## config.mk

```make
export PLATFORM = sky130hd
export DESIGN_NAME = display_scan_monitor_flat
export DESIGN_NICKNAME = d
export VERILOG_FILES = /design/src/rtl/display_scan_monitor_if.sv /design/src/rtl/display_scan_monitor.sv /design/src/flat_wrapper.sv
export SDC_FILE = /design/constraint.sdc
export NUM_CORES = 1
export LEC_CHECK = 0
export ABC_AREA = 1
export CAP_MARGIN = 15
export CELL_PAD_IN_SITES_DETAIL_PLACEMENT = 1
export CELL_PAD_IN_SITES_GLOBAL_PLACEMENT = 1
export CORE_MARGIN = 2
export CORE_UTILIZATION = 42
export CTS_CLUSTER_DIAMETER = 150
export DETAILED_ROUTE_END_ITERATION = 10
export PLACE_DENSITY_LB_ADDON = 0.12
export SLEW_MARGIN = 0
export SYNTH_ARGS = -nofsm -noshare
export SYNTH_HDL_FRONTEND = slang
export SYNTH_SLANG_ARGS = --single-unit
```

## constraint.sdc

```tcl
create_clock -name clk -period 4.3 [get_ports clk]
set_clock_uncertainty 0.2 [all_clocks]
set_input_delay 1.29 -clock clk [delete_from_list [all_inputs] [get_ports clk]]
set_output_delay 1.29 -clock clk [all_outputs]
set_load 0.01 [all_outputs]
```

## src/rtl/display_scan_monitor_if.sv

```systemverilog
// Snooped scan bus between the 7-segment scan driver and its monitor.
// Both buses are active-low: digit enables and segment lines.
interface display_scan_monitor_if;
   logic [7:0] dig_n;
   logic [7:0] seg_n;

   modport master (output dig_n, output seg_n);
   modport slave  (input  dig_n, input  seg_n);
endinterface

```

## src/rtl/display_scan_monitor.sv

```systemverilog
// Decodes the multiplexed 7-segment scan back into HH:MM:SS, publishes each
// complete in-range frame with a strobe and flags any malformed scan.
module display_scan_monitor (
   input  logic                         clk,
   input  logic                         rst_n,
   display_scan_monitor_if.slave        scan,
   output logic [3:0]                   sec_u_o,
   output logic [2:0]                   sec_t_o,
   output logic [3:0]                   min_u_o,
   output logic [2:0]                   min_t_o,
   output logic [3:0]                   hour_u_o,
   output logic [1:0]                   hour_t_o,
   output logic                         frame_valid_o,
   output logic                         err_o,
   output logic [7:0]                   err_count_o,
   output logic                         locked_o
);

   localparam int unsigned NDIG = 6;
   localparam int unsigned IW   = 3;

   typedef enum logic [1:0] {S_IDLE, S_CAPTURE, S_WAIT_BLANK} state_e;

   state_e          state_q;
   logic [7:0]      dig_q, seg_q;
   logic [7:0]      prev_dig_q, prev_seg_q;
   logic [IW-1:0]   exp_q;
   logic [3:0]      val_q [NDIG];

   logic [5:0]      dig_lo_c;
   logic            is_digit_c, is_blank_c, pat_ok_c, dp_ok_c, good_digit_c;
   logic            repeat_c, range_ok_c;
   logic [IW-1:0]   slot_idx_c;
   logic [6:0]      pat_c;
   logic [3:0]      val_c;
   logic            accept_c, publish_c, fault_c;
   logic [7:0]      err_count_d;

   // Slot classification and segment decode of the registered bus copy
   always_comb begin
      dig_lo_c   = ~dig_q[5:0];
      is_digit_c = (dig_q[7:6] == 2'b11) && $onehot(dig_lo_c);
      is_blank_c = (dig_q == 8'hFF);
      slot_idx_c = '0;
      for (int k = 0; k < int'(NDIG); k++) begin
         if (dig_lo_c[k]) slot_idx_c = IW'(k);
      end
      pat_c    = ~{seg_q[1], seg_q[2], seg_q[3], seg_q[4], seg_q[5], seg_q[6], seg_q[7]};
      pat_ok_c = 1'b1;
      case (pat_c)
         7'h3F:   val_c = 4'd0;
         7'h06:   val_c = 4'd1;
         7'h5B:   val_c = 4'd2;
         7'h4F:   val_c = 4'd3;
         7'h66:   val_c = 4'd4;
         7'h6D:   val_c = 4'd5;
         7'h7D:   val_c = 4'd6;
         7'h07:   val_c = 4'd7;
         7'h7F:   val_c = 4'd8;
         7'h6F:   val_c = 4'd9;
         default: begin val_c = 4'd0; pat_ok_c = 1'b0; end
      endcase
      // Decimal points separate HH.MM.SS, so only digits 2 and 4 carry one
      dp_ok_c      = (~seg_q[0]) == ((slot_idx_c == IW'(2)) || (slot_idx_c == IW'(4)));
      good_digit_c = is_digit_c && pat_ok_c && dp_ok_c;
      repeat_c     = (dig_q == prev_dig_q) && (seg_q == prev_seg_q);
      range_ok_c   = (val_q[1] <= 4'd5) && (val_q[3] <= 4'd5) && (val_q[5] <= 4'd2)
                     && !((val_q[5] == 4'd2) && (val_q[4] > 4'd3));
      err_count_d  = (err_count_o == 8'hFF) ? err_count_o : err_count_o + 8'd1;
   end

   // Event decision for the current state
   always_comb begin
      accept_c  = 1'b0;
      publish_c = 1'b0;
      fault_c   = 1'b0;
      case (state_q)
         S_IDLE: accept_c = good_digit_c && (slot_idx_c == '0);
         S_CAPTURE: begin
            if (good_digit_c && (slot_idx_c == exp_q)) accept_c = 1'b1;
            else if (!repeat_c)                        fault_c  = 1'b1;
         end
         S_WAIT_BLANK: begin
            if (is_blank_c) begin
               publish_c = range_ok_c;
               fault_c   = !range_ok_c;
            end else if (!repeat_c) begin
               fault_c = 1'b1;
            end
         end
         default: fault_c = 1'b1;
      endcase
   end

   // Input register, frame FSM and registered outputs
   always_ff @(posedge clk) begin
      if (!rst_n) begin
         dig_q         <= 8'hFF;
         seg_q         <= 8'hFF;
         prev_dig_q    <= 8'hFF;
         prev_seg_q    <= 8'hFF;
         state_q       <= S_IDLE;
         exp_q         <= '0;
         for (int k = 0; k < int'(NDIG); k++) val_q[k] <= 4'd0;
         sec_u_o       <= '0;
         sec_t_o       <= '0;
         min_u_o       <= '0;
         min_t_o       <= '0;
         hour_u_o      <= '0;
         hour_t_o      <= '0;
         frame_valid_o <= 1'b0;
         err_o         <= 1'b0;
         err_count_o   <= '0;
         locked_o      <= 1'b0;
      end else begin
         dig_q         <= scan.dig_n;
         seg_q         <= scan.seg_n;
         frame_valid_o <= 1'b0;
         err_o         <= 1'b0;
         if (fault_c) begin
            err_o       <= 1'b1;
            err_count_o <= err_count_d;
            locked_o    <= 1'b0;
            state_q     <= S_IDLE;
         end else if (publish_c) begin
            sec_u_o       <= val_q[0];
            sec_t_o       <= val_q[1][2:0];
            min_u_o       <= val_q[2];
            min_t_o       <= val_q[3][2:0];
            hour_u_o      <= val_q[4];
            hour_t_o      <= val_q[5][1:0];
            frame_valid_o <= 1'b1;
            locked_o      <= 1'b1;
            state_q       <= S_IDLE;
         end else if (accept_c) begin
            val_q[slot_idx_c] <= val_c;
            prev_dig_q        <= dig_q;
            prev_seg_q        <= seg_q;
            exp_q             <= slot_idx_c + IW'(1);
            state_q           <= (slot_idx_c == IW'(5)) ? S_WAIT_BLANK : S_CAPTURE;
         end
      end
   end

endmodule

```

## src/flat_wrapper.sv

```systemverilog
// flat-port wrapper written by rule: the top's interface ports become plain ports
module display_scan_monitor_flat 
  (clk, rst_n, sec_u_o, sec_t_o, min_u_o, min_t_o, hour_u_o, hour_t_o, frame_valid_o, err_o, err_count_o, locked_o, scan_dig_n, scan_seg_n);
  display_scan_monitor_if scan_i ();
  input  logic clk;
  input  logic rst_n;
  output logic [3:0] sec_u_o;
  output logic [2:0] sec_t_o;
  output logic [3:0] min_u_o;
  output logic [2:0] min_t_o;
  output logic [3:0] hour_u_o;
  output logic [1:0] hour_t_o;
  output logic frame_valid_o;
  output logic err_o;
  output logic [7:0] err_count_o;
  output logic locked_o;
  input wire logic [$bits(scan_i.dig_n)-1:0] scan_dig_n;
  input wire logic [$bits(scan_i.seg_n)-1:0] scan_seg_n;
  assign scan_i.dig_n = scan_dig_n;
  assign scan_i.seg_n = scan_seg_n;
  display_scan_monitor u_core (.clk(clk), .rst_n(rst_n), .scan(scan_i), .sec_u_o(sec_u_o), .sec_t_o(sec_t_o), .min_u_o(min_u_o), .min_t_o(min_t_o), .hour_u_o(hour_u_o), .hour_t_o(hour_t_o), .frame_valid_o(frame_valid_o), .err_o(err_o), .err_count_o(err_count_o), .locked_o(locked_o));
endmodule
```

# Yosys cells after proc, flatten, opt, wreduce, memory -nomap -nowiden

Memory sizes are Yosys's and may differ from the RTL's. A register that Yosys moved wholly into a read port is not among the register bits.
Index checks and enable logic that the tools add are counted.
Widths: inputs -> output; s select.

Bits in registers: 60
RAM bits: 24
Output and inout bits: 31
Word-level logic and storage cells: 108
Memories: 1

Add/sub/neg operators: 7
$lt $le $gt $ge: 4
Eq/ne operators: 24
Muxes and demuxes: 27
Bitwise logic cells: 7
Reductions and logical operators: 24

Memory list:

| name         | depth | width | read ports | clocked after memory_dff | write ports | RTL line                   | text |
|---|---|---|---|---|---|---|---|
| u_core.val_q | 6     | 4     | 6          | 2                        | 6           | display_scan_monitor.sv:28 | `logic [3:0] val_q [NDIG];` |

Operator list:

| cell                | number |
|---|---|
| $eq 7x7->1 const B  | 7 |
| $pmux 4 s9          | 1 |
| $mux 1              | 17 |
| $eq 8x8->1          | 2 |
| $eq 8x8->1 const B  | 2 |
| $eq 7x3->1 const B  | 2 |
| $logic_and 1x1->1   | 10 |
| $reduce_or 10->1    | 1 |
| $mux 3              | 3 |
| $add 8x1->8 const B | 1 |
| $le 4x3->1 const B  | 2 |
| $eq 7x6->1 const B  | 1 |
| $not 7->7           | 1 |
| $add 1x1->2         | 3 |
| $add 3x3->3         | 2 |
| $eq 3x3->1 const B  | 2 |
| $mux 2              | 3 |
| $not 6->6           | 1 |
| $not 1->1           | 5 |
| $eq 2x2->1 const B  | 2 |
| $eq 4x2->1 const B  | 1 |
| $gt 4x2->1 const B  | 1 |
| $le 4x2->1 const B  | 1 |
| $logic_not 1->1     | 4 |
| 17 further kinds    | 18 |

# Longest topological paths before layout

Depth in word-level cells: 20
Depth in mapped cells: 21
Depth with buffers taken out: 20

# Worst setup path before layout

OpenSTA, ideal clock, no wires.

Path type: reg-to-reg
Start point: register u_core.dig_q[5]
End point: memory u_core.val_q[1][0], enable pin
Setup time: 0.361 ns
Arrival: 2.796 ns
Required time: 3.739 ns
Path slack: 0.942 ns
Cell stages (with the launch flop): 16
Period minus slack after synthesis: 3.358 ns
Cell sequence: dfxtp_1 inv_2 ha_1 inv_1 fa_1 inv_1 ha_1 nor3_1 o21ai_0 nor2_1 nand3_1 nand2_2 nand4_4 nor2_8 nand3_2 o21ai_0

RTL lines:

| what                   | RTL line                    | text |
|---|---|---|
| start, declared        | display_scan_monitor.sv:25  | `logic [7:0] dig_q, seg_q;` |
| start signal, assigned | display_scan_monitor.sv:116 | `dig_q <= scan.dig_n;` |
| end, declared          | display_scan_monitor.sv:28  |  |

==> results.cfg <==
[worst_setup_path]
critPathMaxStageDelay_ns = 0.53
startpoint_type = register
reg2reg_from = u_core.dig_q[5]
r2r_setup_slack_ns = 0.53
cp.required_ns = 4.12
worst_path_max_delay_cell = o21ai_0
reg2reg_to = u_core.val_q[1][0]
cp_max_fo = 7
arrival_ns = 3.59
worstPathCellList = inv_2 -> ha_1 -> inv_1 -> fa_1 -> inv_1 -> ha_1 -> nor3_1 -> o21ai_0 -> nor2_1 -> nand3_1 -> nand2_2 -> nand4_4 -> nor2_8 -> nand3_2 -> o21ai_0
worstSetupPathType = register to register
r2r_cells = 15
end_kind = register

[cts]
cts_buffer_depth = 2
cts_hold_buf = 0
ctsResizeCount = 0
cts.sinks = 92
cts_buffers = 9
clock_latency_ns = 0.38
cts-htree-levels = 3
cts-root-buf = clkbuf_8
clk_pin_slew_worst_paths_ns = 0.09
postCtsSetupRepairBufs = 0
cts_tree = yes

[pwr]
irDropWorstVdd_v = 0.000156
p_per_area_nw_per_um2 = 316
power_leakage_nw = 2.28

[layout]
finalInstanceArea_sq_um = 5060
mostFrequentLayoutCells = nand2_1 (149), dfxtp_1 (68), inv_1 (60)
fin_nets = 602
drive_gt1_frac = 0.115
layout_commonest_cell = nand2_1
area_growth_pct = 19.0
fillers = 1257
antenna_cells = 0

[synth]
ys_seq_elements = 92
synth.yosys.seq_area_share = 0.489
syn_nets = 550
synth.distinct_cells = 42
yosys_warnings = 0
synth.cell_area_sq_um = 4250
avgSynthCellArea_sq_um = 8.23
synthCells = 517

[global_routing]
grt-ovfl-total = 0
grt_pass1_vias = 3419
antenna_found_initial = 0
grt_max_degree = 41
grtUsageTotal = 0.184
grt_pass1_wl_um = 16200

[placement]
io_buffer_count = 48
place_congestion = 0.849
placed_cell_area_sq_um = 4870
hpwl_um = 7140

[timing]
fmax_ghz = 0.265
relSlewSlack = 0.482
finalCritPeriodShare = 0.877
slew_violations = 0
hold_violations = 0
setup_violations = 0
tns_ns = 0
tightest_slew_ns = 0.757
rsz0062_at_grt = false
period_needed_ns = 3.77

[routing]
dr.pass1.iters = 4
vias = 3424
drt-initial-drc-count = 103
ant_nets = 0
via_per_inst = 4.84
wl_per_cell_um = 13.5
drc_errors = 0
routed_wl_um = 9530

[die]
coreArea_sq_um = 9820
dieArea_sq_um = 10900
rows = 36
io_pins = 49
initial_core_util = 0.433
die_y_um = 105
fp.dieW_um = 105

[run_status]
status = complete, no violations

[min_path]
worstHoldPathType = register to register
worstHoldEndpoint = u_core.min_t_o[2]
hold_start = u_core.min_t_o[2]
min_path_cells = 2

[run]
maxCapViolCount = 0
[stage by stage]
step                utilization  power (mW)  setup WS, ns  hold WS (ns)  instances
CTS                       0.515        1.61         0.514         0.271        707
floorplan                     -        1.01         0.942         0.225        517
finish                    0.515        1.60         0.529         0.269        707
global placement          0.496        1.05         0.725         0.235        691
global route              0.515        1.67         0.177         0.287        707
detailed placement        0.496        1.05         0.534         0.256        691
[sequential cells by signal (all words and copies together) (netlist names), 3 cells and up]
signal,cells
u_core.seg_q,8
u_core.prev_dig_q,8
u_core.exp_q,3
u_core.err_count_o,8
u_core.sec_t_o,3
u_core.hour_u_o,4
u_core.dig_q,8
u_core.sec_u_o,4
u_core.min_u_o,4
u_core.min_t_o,3
u_core.val_q,24
u_core.prev_seg_q,8
[synth_stat cells]
master	number	share of area
xor2_1	4	0.0082
a22oi_1	14	0.025
or2_2	18	0.026
buf_6	1	0.0026
nor2_4	2	0.0053
nor2_8	1	0.0047
buf_12	1	0.0047
nand3_1	11	0.013
nand4_1	1	0.0015
clkinv_2	1	0.0012
nand4_4	4	0.020
o21ai_0	13	0.015
a211oi_1	1	0.0018
nor4_1	1	0.0015
and2_1	1	0.0015
a21oi_1	28	0.033
ha_1	13	0.038
dfxtp_1	68	0.32
buf_2	2	0.0024
nand2_1	149	0.13
edfxtp_1	24	0.17
nor3_1	11	0.013
nor3_2	2	0.0047
o21ai_1	1	0.0012
a31oi_1	1	0.0015
clkbuf_1	9	0.0079
inv_2	6	0.0053
a2111oi_0	1	0.0021
a22o_1	1	0.0021
o41ai_1	1	0.0021
inv_1	60	0.053
o31ai_1	1	0.0018
nand2_2	3	0.0044
and3_1	1	0.0015
nor2_2	2	0.0029
nand2_4	2	0.0053
buf_4	1	0.0018
nand3_2	2	0.0047
nand3b_1	2	0.0035
xnor2_1	1	0.0021
nor2_1	49	0.043
fa_1	2	0.0094
[worst max-delay path by stage]
stage,end,from,depth (start not counted)
after floorplan,u_core.val_q[1][0],u_core.dig_q[5],15
after global placement,u_core.val_q[1][0],u_core.dig_q[5],15
after detailed placement,u_core.val_q[1][1],u_core.dig_q[5],15
after CTS,u_core.val_q[1][0],u_core.dig_q[5],15
after global routing,u_core.val_q[1][2],u_core.dig_q[5],15
final,u_core.val_q[1][0],u_core.dig_q[5],15
[power by group]
group / internal [mW] / switching [mW]
logic: 0.0463 / 0.0733
registers: 0.900 / 0.0123
clock network: 0.224 / 0.342
total: 1.17 / 0.428
[kinds of logic after synthesis]
| logic type | share of synthesized area |
|---|---|
| adder cells (fa/ha/maj) | 0.0476 |
| buffers and inverters | 0.0788 |
| AND/OR/NAND/NOR | 0.289 |
| flip-flops | 0.489 |
| AO/OA/AOI/OAI | 0.0853 |
| XOR/XNOR | 0.0103 |
[layer usage]
| layer | share of wire | track usage | vias to the layer above |
|---|---|---|---|
| met1 | 0.47 | 0.223 | 1636 |
| met5 | 0 | 0 | - |
| met2 | 0.50 | 0.328 | 34 |
| met4 | 0.015 | 0.0657 | 0 |
| li1 | - | - | 1744 |
| met3 | 0.021 | 0.0299 | 10 |
[worst max-delay path, delay by kind of cell (launching register included)]
family                   cells  cell delay [ns]
flip-flops                   1             0.51
AO/OA/AOI/OAI                2             0.64
AND/OR/NAND/NOR              7             1.01
adder cells (fa/ha/maj)      3             0.85
buffers and inverters        3             0.19
[area by class of cell]
| cell class | count | area [sq um] | area share |
|---|---|---|---|
| Tap cell | 133 | 166 | 0.0329 |
| Clock inverter | 7 | 66.3 | 0.0131 |
| Inverter | 67 | 253 | 0.0499 |
| Sequential cell | 92 | 2080 | 0.411 |
| Clock buffer | 9 | 124 | 0.0245 |
| Multi-Input combinational cell | 344 | 1840 | 0.363 |
| Timing Repair Buffer | 55 | 533 | 0.105 |
Note: power is estimated with default switching activity, not from simulation.
==> RTL edit: new RTL, same flow settings <==
`IW`: 3 -> 2.
--- a/src/rtl/display_scan_monitor.sv
+++ b/src/rtl/display_scan_monitor.sv
@@ -17,7 +17,7 @@
 );
 
    localparam int unsigned NDIG = 6;
-   localparam int unsigned IW   = 3;
+   localparam int unsigned IW   = 2;
 
    typedef enum logic [1:0] {S_IDLE, S_CAPTURE, S_WAIT_BLANK} state_e;
 
Formal check against the unedited RTL: not equivalent (a bounded check fails within 4 cycles, from zero or initial values and one cycle with rst_n low).
==> RTL edit against the unedited design <==
Setup slack better by 63 ps. Worst hold slack worse by 2.2 ps. Design area is 3.1% lower. Total power decreased by 1.1%. Critical endpoint is now u_core.val_q[0][0]. Sequential share of layout area up 0.89 points. Via count is 2.6% lower. Critical path depth up 2. Non-clock buffer count decreased by 2. Area after synthesis down 3.9%. Clock power down 1%. Sequential cell count is 1 lower. Wire length fell by 4.2%. First-iteration DRC count decreased by 31%. Global-route usage is 0.29 points higher.
==> RTL edit: results (changes against the unedited design) <==
** Outcome
- The run finished with clean final reports.

** Global routing
- The via count of the first global-routing pass was 3311 (-3.2%).
- The maximum number of pins on one net before global-route repair is 31 (-24%).
- Global routing usage summed across all routing layers :: 0.187 (+0.00293)
- The first-pass GRT wire length came to 15.5 mm (-4.3%).

** Synth
- Cells taking the most area after synthesis :: dfxtp_1 33%, edfxtp_1 18%, nand2_1 13%
- The post-synthesis sequential area ratio is 0.504 (+0.0147).
- The adder and majority cell fraction of the synthesized area was 0.0404 (-0.00727).
- The commonest cells after synthesis are 143 x nand2_1, 75 x nor2_1, 67 x dfxtp_1.
- The post-synthesis xor/xnor area fraction is 0.0150 (+0.00470).
- The mean instance size in the synthesized netlist is 8.07 µm² (-2.0%).

** Worst setup path
- The count of cells along the worst register-to-register path is 17 (+2).
- End point of the critical path :: u_core.val_q[0][0]
- Worst path arrival time :: 3570 ps (-20 ps)
- On the critical path, the stage with the largest delay is an instance of dfxtp_1.
- Worst-path maximum fanout :: 19 (+12)
- Slowest cell delay on critical path :: 530 ps (about the same)
- In this run the critical register-to-register path is captured at u_core.val_q[0][0].

** Place
- RePlAce Congestion :: 0.832 (-2.0%)
- Total placed cells including tap cells :: 681 (-1.4%)
- Post-DP HPWL :: 6.77 mm (-5.3%)

** Pwr
- Worst VDD drop :: 0.000163 V (+4.6%)
- The static leakage came to 2.14 nW (-5.8%).

** Cells and area
- Count of fill cells added during filler insertion :: 1217 (-3.2%)
- The ratio of cells with drive above 1 in the final layout was 0.0993 (-0.0157).
- The number of flip-flops in the largest register was 24 (unchanged).

** Detailed routing
- Vias per cell :: 4.78 (-1.2%)
- Violation count after the first detailed-routing iteration :: 71 (-31%)
- The routed wire length came to 9.13 mm (-4.2%).
- The via count came to 3334 (-2.6%).

** STA
- Worst slew margin relative to its limit :: 0.613 (+0.131)

** Worst hold path
- Hold path startpoint :: u_core.sec_u_o[1]

** Clock tree
- Skew-Pair Late Insertion Delay :: 360 ps (-20 ps)
-- RTL edit: changes by cell type in the layout (fill, tap and decap cells not counted), moves of 4 or more --
cell,change
nor2_1,+26
a22oi_1,-14
o22ai_1,+13
inv_1,-12
nor3_1,-7
o21ai_0,-7
nand2_1,-6
conb_1,+4
-- RTL edit: routing by layer --
layer | routed length (µm) | GRT usage | share of wire
met4 | 87 | 0.0626 | 0.0095
met2 | 4510 | 0.319 | 0.49
met1 | 4270 | 0.238 | 0.47
met3 | 259 | 0.0359 | 0.028
met5 | 0 | 0 | 0
-- RTL edit: per-stage QoR --
stage	hold WS, ps	setup WS [ps]	util	cell area [µm²]
floorplan	235	1080	-	4100
global placement	252	748	0.492	4720
detailed placement	257	636	0.492	4720
CTS	271	585	0.511	4910
global route	292	318	0.511	4910
finish	267	592	0.511	4910
-- RTL edit: final cells by class --
class / instances / area [µm²] / area share
multi-input cells: 350 / 1770 / 0.360
well taps: 133 / 166 / 0.0339
inverters: 54 / 205 / 0.0418
flip-flops and latches: 91 / 2060 / 0.420
clock inverters: 5 / 55.1 / 0.0112
repair buffers: 53 / 518 / 0.106
clock buffers: 11 / 131 / 0.0268
-- RTL edit: worst min-delay path, cell delays in order, from the launching register on --
cell and delay, ps:
dfxtp_1 320, nand2_1 60, a21oi_1 50
-- RTL edit: worst min path at each step --
stage	end	cells past startpoint
floorplan	u_core.prev_dig_q[7]	1
global placement	u_core.hour_u_o[0]	2
detailed placement	u_core.hour_u_o[1]	2
CTS	u_core.hour_u_o[1]	2
global route	u_core.min_u_o[3]	2
finish	u_core.sec_u_o[1]	2
-- RTL edit: cells by family (layout without fill, tap and decap cells) --
kind of cell,after synthesis,count (layout)
xor+xnor,7,7
simple gates,273,273
compound gates,54,54
flops,91,91
buf+inv,69,123
fa+ha+maj,12,12
other cells,1,4
-- RTL edit: power breakdown --
group	switching (mW)	leakage, nW	internal, mW
Clock	0.292	0.0909	0.267
Sequential	0.0136	0.799	0.893
Combinational	0.0682	1.25	0.0460
